File: src/rtl/clk_div_prog.sv
// Programmable integer clock divider with a glitch-free divisor reload.
// A new divisor is held in a one-entry pending register and applied only at a period boundary.
module clk_div_prog #(
  parameter int CNT_W       = 8,
  parameter int DEFAULT_DIV = 2
) (
  input  logic             clkin,
  input  logic             rst,
  input  logic             en,
  input  logic [CNT_W-1:0] div_in,
  input  logic             div_valid,
  output logic             div_ready,
  output logic             div_err,
  output logic [CNT_W-1:0] div_cur,
  output logic             clkout,
  output logic             tick
);

  logic [CNT_W-1:0] cnt_q, cnt_d;
  logic [CNT_W-1:0] div_cur_q, div_cur_d;
  logic [CNT_W-1:0] pend_q, pend_d;
  logic             pend_vld_q, pend_vld_d;
  logic             clkout_q, clkout_d;
  logic             tick_q, tick_d;
  logic             div_err_q, div_err_d;
  logic             last;
  logic             xfer;

  assign last = (cnt_q == div_cur_q - CNT_W'(1));
  assign xfer = div_valid && !pend_vld_q;

  always_comb begin
    cnt_d      = cnt_q;
    div_cur_d  = div_cur_q;
    pend_d     = pend_q;
    pend_vld_d = pend_vld_q;
    clkout_d   = clkout_q;
    tick_d     = 1'b0;
    div_err_d  = 1'b0;

    if (en) begin
      cnt_d    = last ? '0 : cnt_q + CNT_W'(1);
      clkout_d = (cnt_q >= (div_cur_q >> 1));
      tick_d   = last;
      if (last && pend_vld_q) begin
        div_cur_d  = pend_q;
        cnt_d      = '0;
        pend_vld_d = 1'b0;
      end
    end else if (pend_vld_q) begin
      // While stopped there is no boundary to wait for, so restart cleanly at phase 0.
      div_cur_d  = pend_q;
      cnt_d      = '0;
      clkout_d   = 1'b0;
      pend_vld_d = 1'b0;
    end

    // Transfer only happens with pend_vld_q low, so it never collides with the apply above.
    if (xfer) begin
      if (div_in >= CNT_W'(2)) begin
        pend_d     = div_in;
        pend_vld_d = 1'b1;
      end else begin
        div_err_d = 1'b1;
      end
    end
  end

  always_ff @(posedge clkin or posedge rst) begin
    if (rst) begin
      cnt_q      <= '0;
      div_cur_q  <= CNT_W'(DEFAULT_DIV);
      pend_q     <= '0;
      pend_vld_q <= 1'b0;
      clkout_q   <= 1'b0;
      tick_q     <= 1'b0;
      div_err_q  <= 1'b0;
    end else begin
      cnt_q      <= cnt_d;
      div_cur_q  <= div_cur_d;
      pend_q     <= pend_d;
      pend_vld_q <= pend_vld_d;
      clkout_q   <= clkout_d;
      tick_q     <= tick_d;
      div_err_q  <= div_err_d;
    end
  end

  assign div_ready = !pend_vld_q;
  assign div_err   = div_err_q;
  assign div_cur   = div_cur_q;
  assign clkout    = clkout_q;
  assign tick      = tick_q;

endmodule

File: config.mk
export PLATFORM = sky130hd
export DESIGN_NAME = clk_div_prog
export DESIGN_NICKNAME = d
export VERILOG_FILES = /design/src/rtl/clk_div_prog.sv
export SDC_FILE = /design/constraint.sdc
export NUM_CORES = 1
export LEC_CHECK = 0
export CORE_ASPECT_RATIO = 0.9
export CORE_MARGIN = 1.5
export CORE_UTILIZATION = 57
export CTS_CLUSTER_SIZE = 14
export DETAILED_ROUTE_END_ITERATION = 16
export PLACE_DENSITY = 0.88
export RECOVER_POWER = 25
export SLEW_MARGIN = 40
export SYNTH_ARGS = -nofsm -noshare
export SYNTH_HDL_FRONTEND = slang
export SYNTH_SLANG_ARGS = --single-unit
export TNS_END_PERCENT = 10
File: constraint.sdc
create_clock -name clkin -period 7.22 [get_ports clkin]
set_clock_uncertainty 0.2 [all_clocks]
set_input_delay 1.805 -clock clkin [delete_from_list [all_inputs] [get_ports clkin]]
set_output_delay 1.805 -clock clkin [all_outputs]
set_load 0.05 [all_outputs]
Word-level counts from Yosys, hierarchy flattened
Index checks and enable logic that the tools add are counted.
{"block": "totals", "out_inout_bits": 12, "elab_cells": 35, "regBits": 28}
{"block": "op_classes", "order_cmp": 2, "eq_ne": 2, "n_reduce_logical": 6, "muxes": 16, "add_sub_neg": 2}
{"cell": "8-bit 2-to-1 mux", "count": 7}
{"cell": "1-bit 2-to-1 mux", "count": 9}
{"cell": "8-bit by 1-bit adder with 8-bit output (second input constant)", "count": 1}
{"cell": "8-bit == test", "count": 1}
{"cell": "8-bit by 2-bit greater-or-equal comparator with 1-bit output (second input constant)", "count": 1}
{"cell": "8-bit by 7-bit greater-or-equal comparator with 1-bit output", "count": 1}
{"cell": "8-bit by 1-bit subtractor with 8-bit output (second input constant)", "count": 1}
{"cell": "2-bit AND reduction", "count": 2}
{"cell": "1-bit logical AND", "count": 2}
{"cell": "2-bit by 1-bit inequality test with 1-bit output (second input constant)", "count": 1}
{"cell": "2-bit nonzero test", "count": 1}
{"cell": "1-bit zero test", "count": 1}

Longest topological paths before layout
{"block": "depth", "depth_word": 7, "ltp_mapped": 8}

Worst setup path after synthesis
OpenSTA, ideal clock, no wires.
{"block": "synth_timing", "kind": "register to register", "from": "register div_cur_q[0] (netlist: div_cur[0])", "to": "register div_cur_q[0] (netlist: div_cur[0])", "t_required_ns": 6.895, "t_arrival_ns": 2.787, "stages_incl_launch_ff": 9, "period_less_slack_ns": 3.112, "path_slack_ns": 4.108, "cell_sequence": "dfrtp_1 inv_1 ha_1 or3b_1 or4_1 a22oi_1 o311ai_4 a21oi_4 mux2_2"}
{"block": "synth_via", "elab_chain_cells": 5}
{"element": "start, declared", "line": "20", "text": "logic [CNT_W-1:0] div_cur_q, div_cur_d;"}
{"element": "start signal, assigned", "line": "72", "text": "div_cur_q <= CNT_W'(DEFAULT_DIV);"}
{"element": "start signal, assigned", "line": "80", "text": "div_cur_q <= div_cur_d;"}
{"element": "8-bit by 1-bit subtractor with 8-bit output", "line": "29", "text": "assign last = (cnt_q == div_cur_q - CNT_W'(1));"}
{"element": "8-bit == test", "line": "29"}
{"element": "1-bit logical AND", "line": "45", "text": "if (last && pend_vld_q) begin"}
{"element": "2-bit by 1-bit inequality test with 1-bit output (no line)"}
{"element": "2-bit AND reduction (no line)"}
Every way passes these cells.
A chain may end at the register's enable or synchronous reset.

Worst setup path in the final report
{"block": "layout_timing", "from": "register pend_vld_q", "to": "output port div_ready"}
{"block": "layout_via", "elab_chain_cells": 1}
{"element": "start, declared", "line": "22", "text": "logic pend_vld_q, pend_vld_d;"}
{"element": "start signal, assigned", "line": "82", "text": "pend_vld_q <= pend_vld_d;"}
{"element": "1-bit zero test", "line": "89", "text": "assign div_ready = !pend_vld_q;"}
{"element": "end, declared", "line": "12", "text": "output logic div_ready,"}
Every way passes these cells.

==> reports/results.txt <==
The cell count after synthesis is 155, and the maximum cell stage delay along the critical path is 0.85 ns. The area of the core came out at 2552 sq um. TritonCTS built the clock tree. The die covers 3121 sq um.

In this design, the largest share of critical-path delay is due to buffers and inverters. The count of filler cells inserted in the layout was 181. Leaving out fill and tap cells, the most frequent cells in the layout are 27 x dfrtp_1, 22 x clkdlybuf4s50_1, 17 x inv_1. After the last flow step, the layout net total stands at 200. The net switching power figure is 0.3184 mW. The tools report the sort of element at the start of the critical path as a flop. Yosys printed 0 warnings. The number of core rows is 17, and the estimated wirelength of the detail-placed design is 2585 um.

The via count came out at 1259. The class of the worst hold path is reg2reg. Hold path depth: 1. Summed over all layers, the routed wires come to 3327 um. The switching portion of total power came out at 45.42%. For this run, design rule violations remaining after detail routing come to 0. STA puts the critical path data arrival time at 1.81 ns.

After detailed routing, the average wire length per cell comes to 16.15 um. Yosys mapped the design onto 36 distinct sky130hd cell types. A synthesized cell averages 10.28 sq um.

In this run the worst path has a maximum fanout of 6. The final-report hold violation count is 0. The cell area after synthesis is 1593 sq um. The detailed router's first-iteration violation count was 49. Setup violations remaining at the end of the flow were counted as 0. The total count of max-transition violations in the final report was 0. The number of buffers and inverters on the critical path is 2. After routing, the total negative slack on setup checks comes to 0 ns.

Counting along the longest clock path gives a buffer depth of 2. The power share of the clock group was 10.7%; the register bit total from synthesis was 28. Flip-flop and latch area: 701.9 sq um. Compared with the post-synthesis result, the final layout area differs by 17.91%. The number of antenna violations at the first check in global routing was 0.

In this run the tightest slew margin relative to its limit is 30.53%. Clock-pin slew was measured on the worst setup and hold paths at 0.14 ns. The die is 53.15 um tall. In the routed layout, each cell is associated on average with a via count of 6.112. The standby leakage power is 0.8070 nW, and the number of buffers inserted by post-CTS setup repair is 0. For the combined global-route utilization of all metal layers, the log shows 24.96%.

The fraction of layout cells with a size suffix above 1 was 12.36%. The placed instances occupy a cell area of 1842 sq um. The number of I/O pins was 24. The die is 58.72 um wide.

The power density over the cells is 373.3 nW/um^2, and the max-cap check violation count is 0. Traced cell by cell, the critical path runs through inv_1 -> clkdlybuf4s50_1. The final period demand of the worst path came out at 3.812 ns. Entering global routing, the biggest net connects 29 pins. The repair_antennas step left the layout with diodes totalling 0. The CTS buffer count is 3, and the count of buffers from port buffering is 23. IR analysis of the VDD net gives a maximum drop of 194.5 uV.

Based on the critical path, the design can be clocked at up to 262.3 MHz. Counting every sink on the clock net gives 28. Internal power comes to 0.3827 mW.

The via count of the first global-routing pass is 1169. On the critical path, the stage with the largest delay is an instance of clkdlybuf4s50_1. By startpoint and endpoint, the worst setup path is classified as reg2out. The sum of overflow across all layers after global routing was 0; the logic depth of the worst path, buffers included was 2. In this run, flip-flops and latches consume 38.0% of the power.

The most common cell after layout, fill and taps aside was dfrtp_1. The count of nets left with antenna violations once routing finished came out at 0. The first global-routing pass estimated 5658 um of wire.

For the number of H-tree levels, the log shows 1. When the netlist entered floorplanning its net count stood at 176. For this configuration, the core starts out at a cell density of 62.40%.

The run gives 5.22 ns as the required time at the endpoint of the critical path. In this run, post-CTS hold repair placed 0 buffers. The proportion of synthesized chip area in sequential cells is 44.07%, and the transition time at the pin with the least slew margin is 1.041 ns. Number of optimization iterations in the first detailed-route pass: 4. The number of cells on the worst reg-to-reg path was 8. The later-pin clock latency in the skew report was 0.32 ns. The placer's final routability congestion estimate was 0.8590. Setup repair after global routing left no endpoint under its margin.

The final critical-path share of the clock period was 52.80%. The worst setup path is captured at a primary output. The run gives 1878 sq um as the final instance area. The library cell used as clock root buffer was clkbuf_4. The share of total power dissipated in combinational logic is 51.3%.

In this run, post-CTS repair resized a total of 0 instances. The flow ran to the end, and the final reports show no timing, DRC or antenna violations. The area taken by multi-input logic gates came out at 810.8 sq um.
[worst reg2reg max path: cells and delay by family (launching register included)]
kind / cells / cell delay (ns)
adder cells (fa/ha/maj): 1 / 0.23
flip-flops: 1 / 0.47
buffers and inverters: 1 / 0.09
AO/OA/AOI/OAI: 3 / 0.89
AND/OR/NAND/NOR: 2 / 0.82
multiplexers: 1 / 0.39
[sequential cells by signal (all words and copies together), names as in the netlist]
| register | cells |
|---|---|
| pend_vld_q | 1 |
| div_err | 1 |
| div_cur | 8 |
| cnt_q | 8 |
| tick | 1 |
| pend_q | 8 |
| clkout | 1 |
[power by group through the flow]
| stage | clock network (mW) | registers (mW) | logic, mW |
|---|---|---|---|
| 4_1_cts | 0.0779 | 0.266 | 0.361 |
| 6_report | 0.0751 | 0.266 | 0.360 |
| 5_1_grt | 0.0834 | 0.276 | 0.389 |
| 3_3_place_gp | 0 | 0.265 | 0.340 |
| 3_5_place_dp | 0 | 0.269 | 0.360 |
| 2_1_floorplan | 0 | 0.330 | 0.189 |
[final timing paths]
path / start / end / slack [ns]
max in group asynchronous: rst / cnt_q[5] / 4.25
worst max register to register: div_cur[0] / div_cur[0] / 4.04
worst min-delay path: pend_vld_q / div_err / 0.30
min in group asynchronous: rst / cnt_q[2] / 1.95
worst max-delay path: pend_vld_q / div_ready / 3.41
worst min register to register: pend_vld_q / div_err / 0.30
[cell usage after synthesis]
master	n	area share [%]
a211oi_1	1	0.47
a21o_1	2	0.94
a21oi_1	3	0.94
a21oi_4	1	1.0
a22oi_1	1	0.47
a31o_2	1	0.55
a31oi_1	4	1.6
a32o_1	1	0.63
and3_1	3	1.2
buf_2	1	0.31
clkbuf_1	3	0.71
dfrtp_1	27	42
dfstp_2	1	1.6
ha_1	9	7.1
inv_1	17	4.0
mux2_2	14	9.9
mux2i_1	2	1.3
nand2_1	10	2.4
nand2b_1	1	0.39
nand3_1	9	2.8
nand4_1	1	0.39
nor2_1	6	1.4
nor3_1	2	0.63
nor3b_1	1	0.47
nor4_1	2	0.79
o2111ai_1	1	0.55
o211ai_1	2	0.94
o21ai_0	9	2.8
o21bai_1	1	0.47
o22ai_1	2	0.79
o311ai_4	1	1.6
o31ai_1	2	0.94
or3b_1	1	0.55
or4_1	3	1.4
xnor2_1	5	2.7
xor2_1	5	2.7
[layout make-up]
| type | instances | share of cell area (%) |
|---|---|---|
| clock buffer | 4 | 1.932 |
| inverter | 17 | 3.398 |
| multi-input combinational | 106 | 43.17 |
| sequential | 28 | 37.38 |
| tap | 28 | 1.865 |
| timing repair buffer | 23 | 12.26 |
[kinds of logic after synthesis]
family	after synthesis	synth area share [%]
adder cells (fa/ha/maj)	9	7.070
flip-flops	28	44.07
buffers and inverters	21	5.027
AO/OA/AOI/OAI	32	14.77
XOR/XNOR	10	5.499
AND/OR/NAND/NOR	39	12.41
multiplexers	16	11.15
[metal layers]
layer	vias to the layer above	track usage (%)	share of wire, %
li1	603	-	-
met1	608	33.44	45
met2	42	41.11	48
met3	6	4.645	5.2
met4	0	7.576	1.7
met5	-	0	0
[metrics by stage]
step | setup slack, ns | power [mW] | utilization [%] | std cells | hold WS, ns
after CTS | 3.394 | 0.7053 | 73.58 | 206 | 0.2921
after global routing | 3.343 | 0.7480 | 73.58 | 206 | 0.3112
after floorplan | 4.108 | 0.5186 | - | 155 | 0.2288
final | 3.408 | 0.7011 | 73.58 | 206 | 0.2966
after detailed placement | 3.599 | 0.6290 | 72.16 | 202 | 0.2699
after global placement | 3.648 | 0.6053 | 72.16 | 202 | 0.2594
Power figures use the tool's default switching activity.
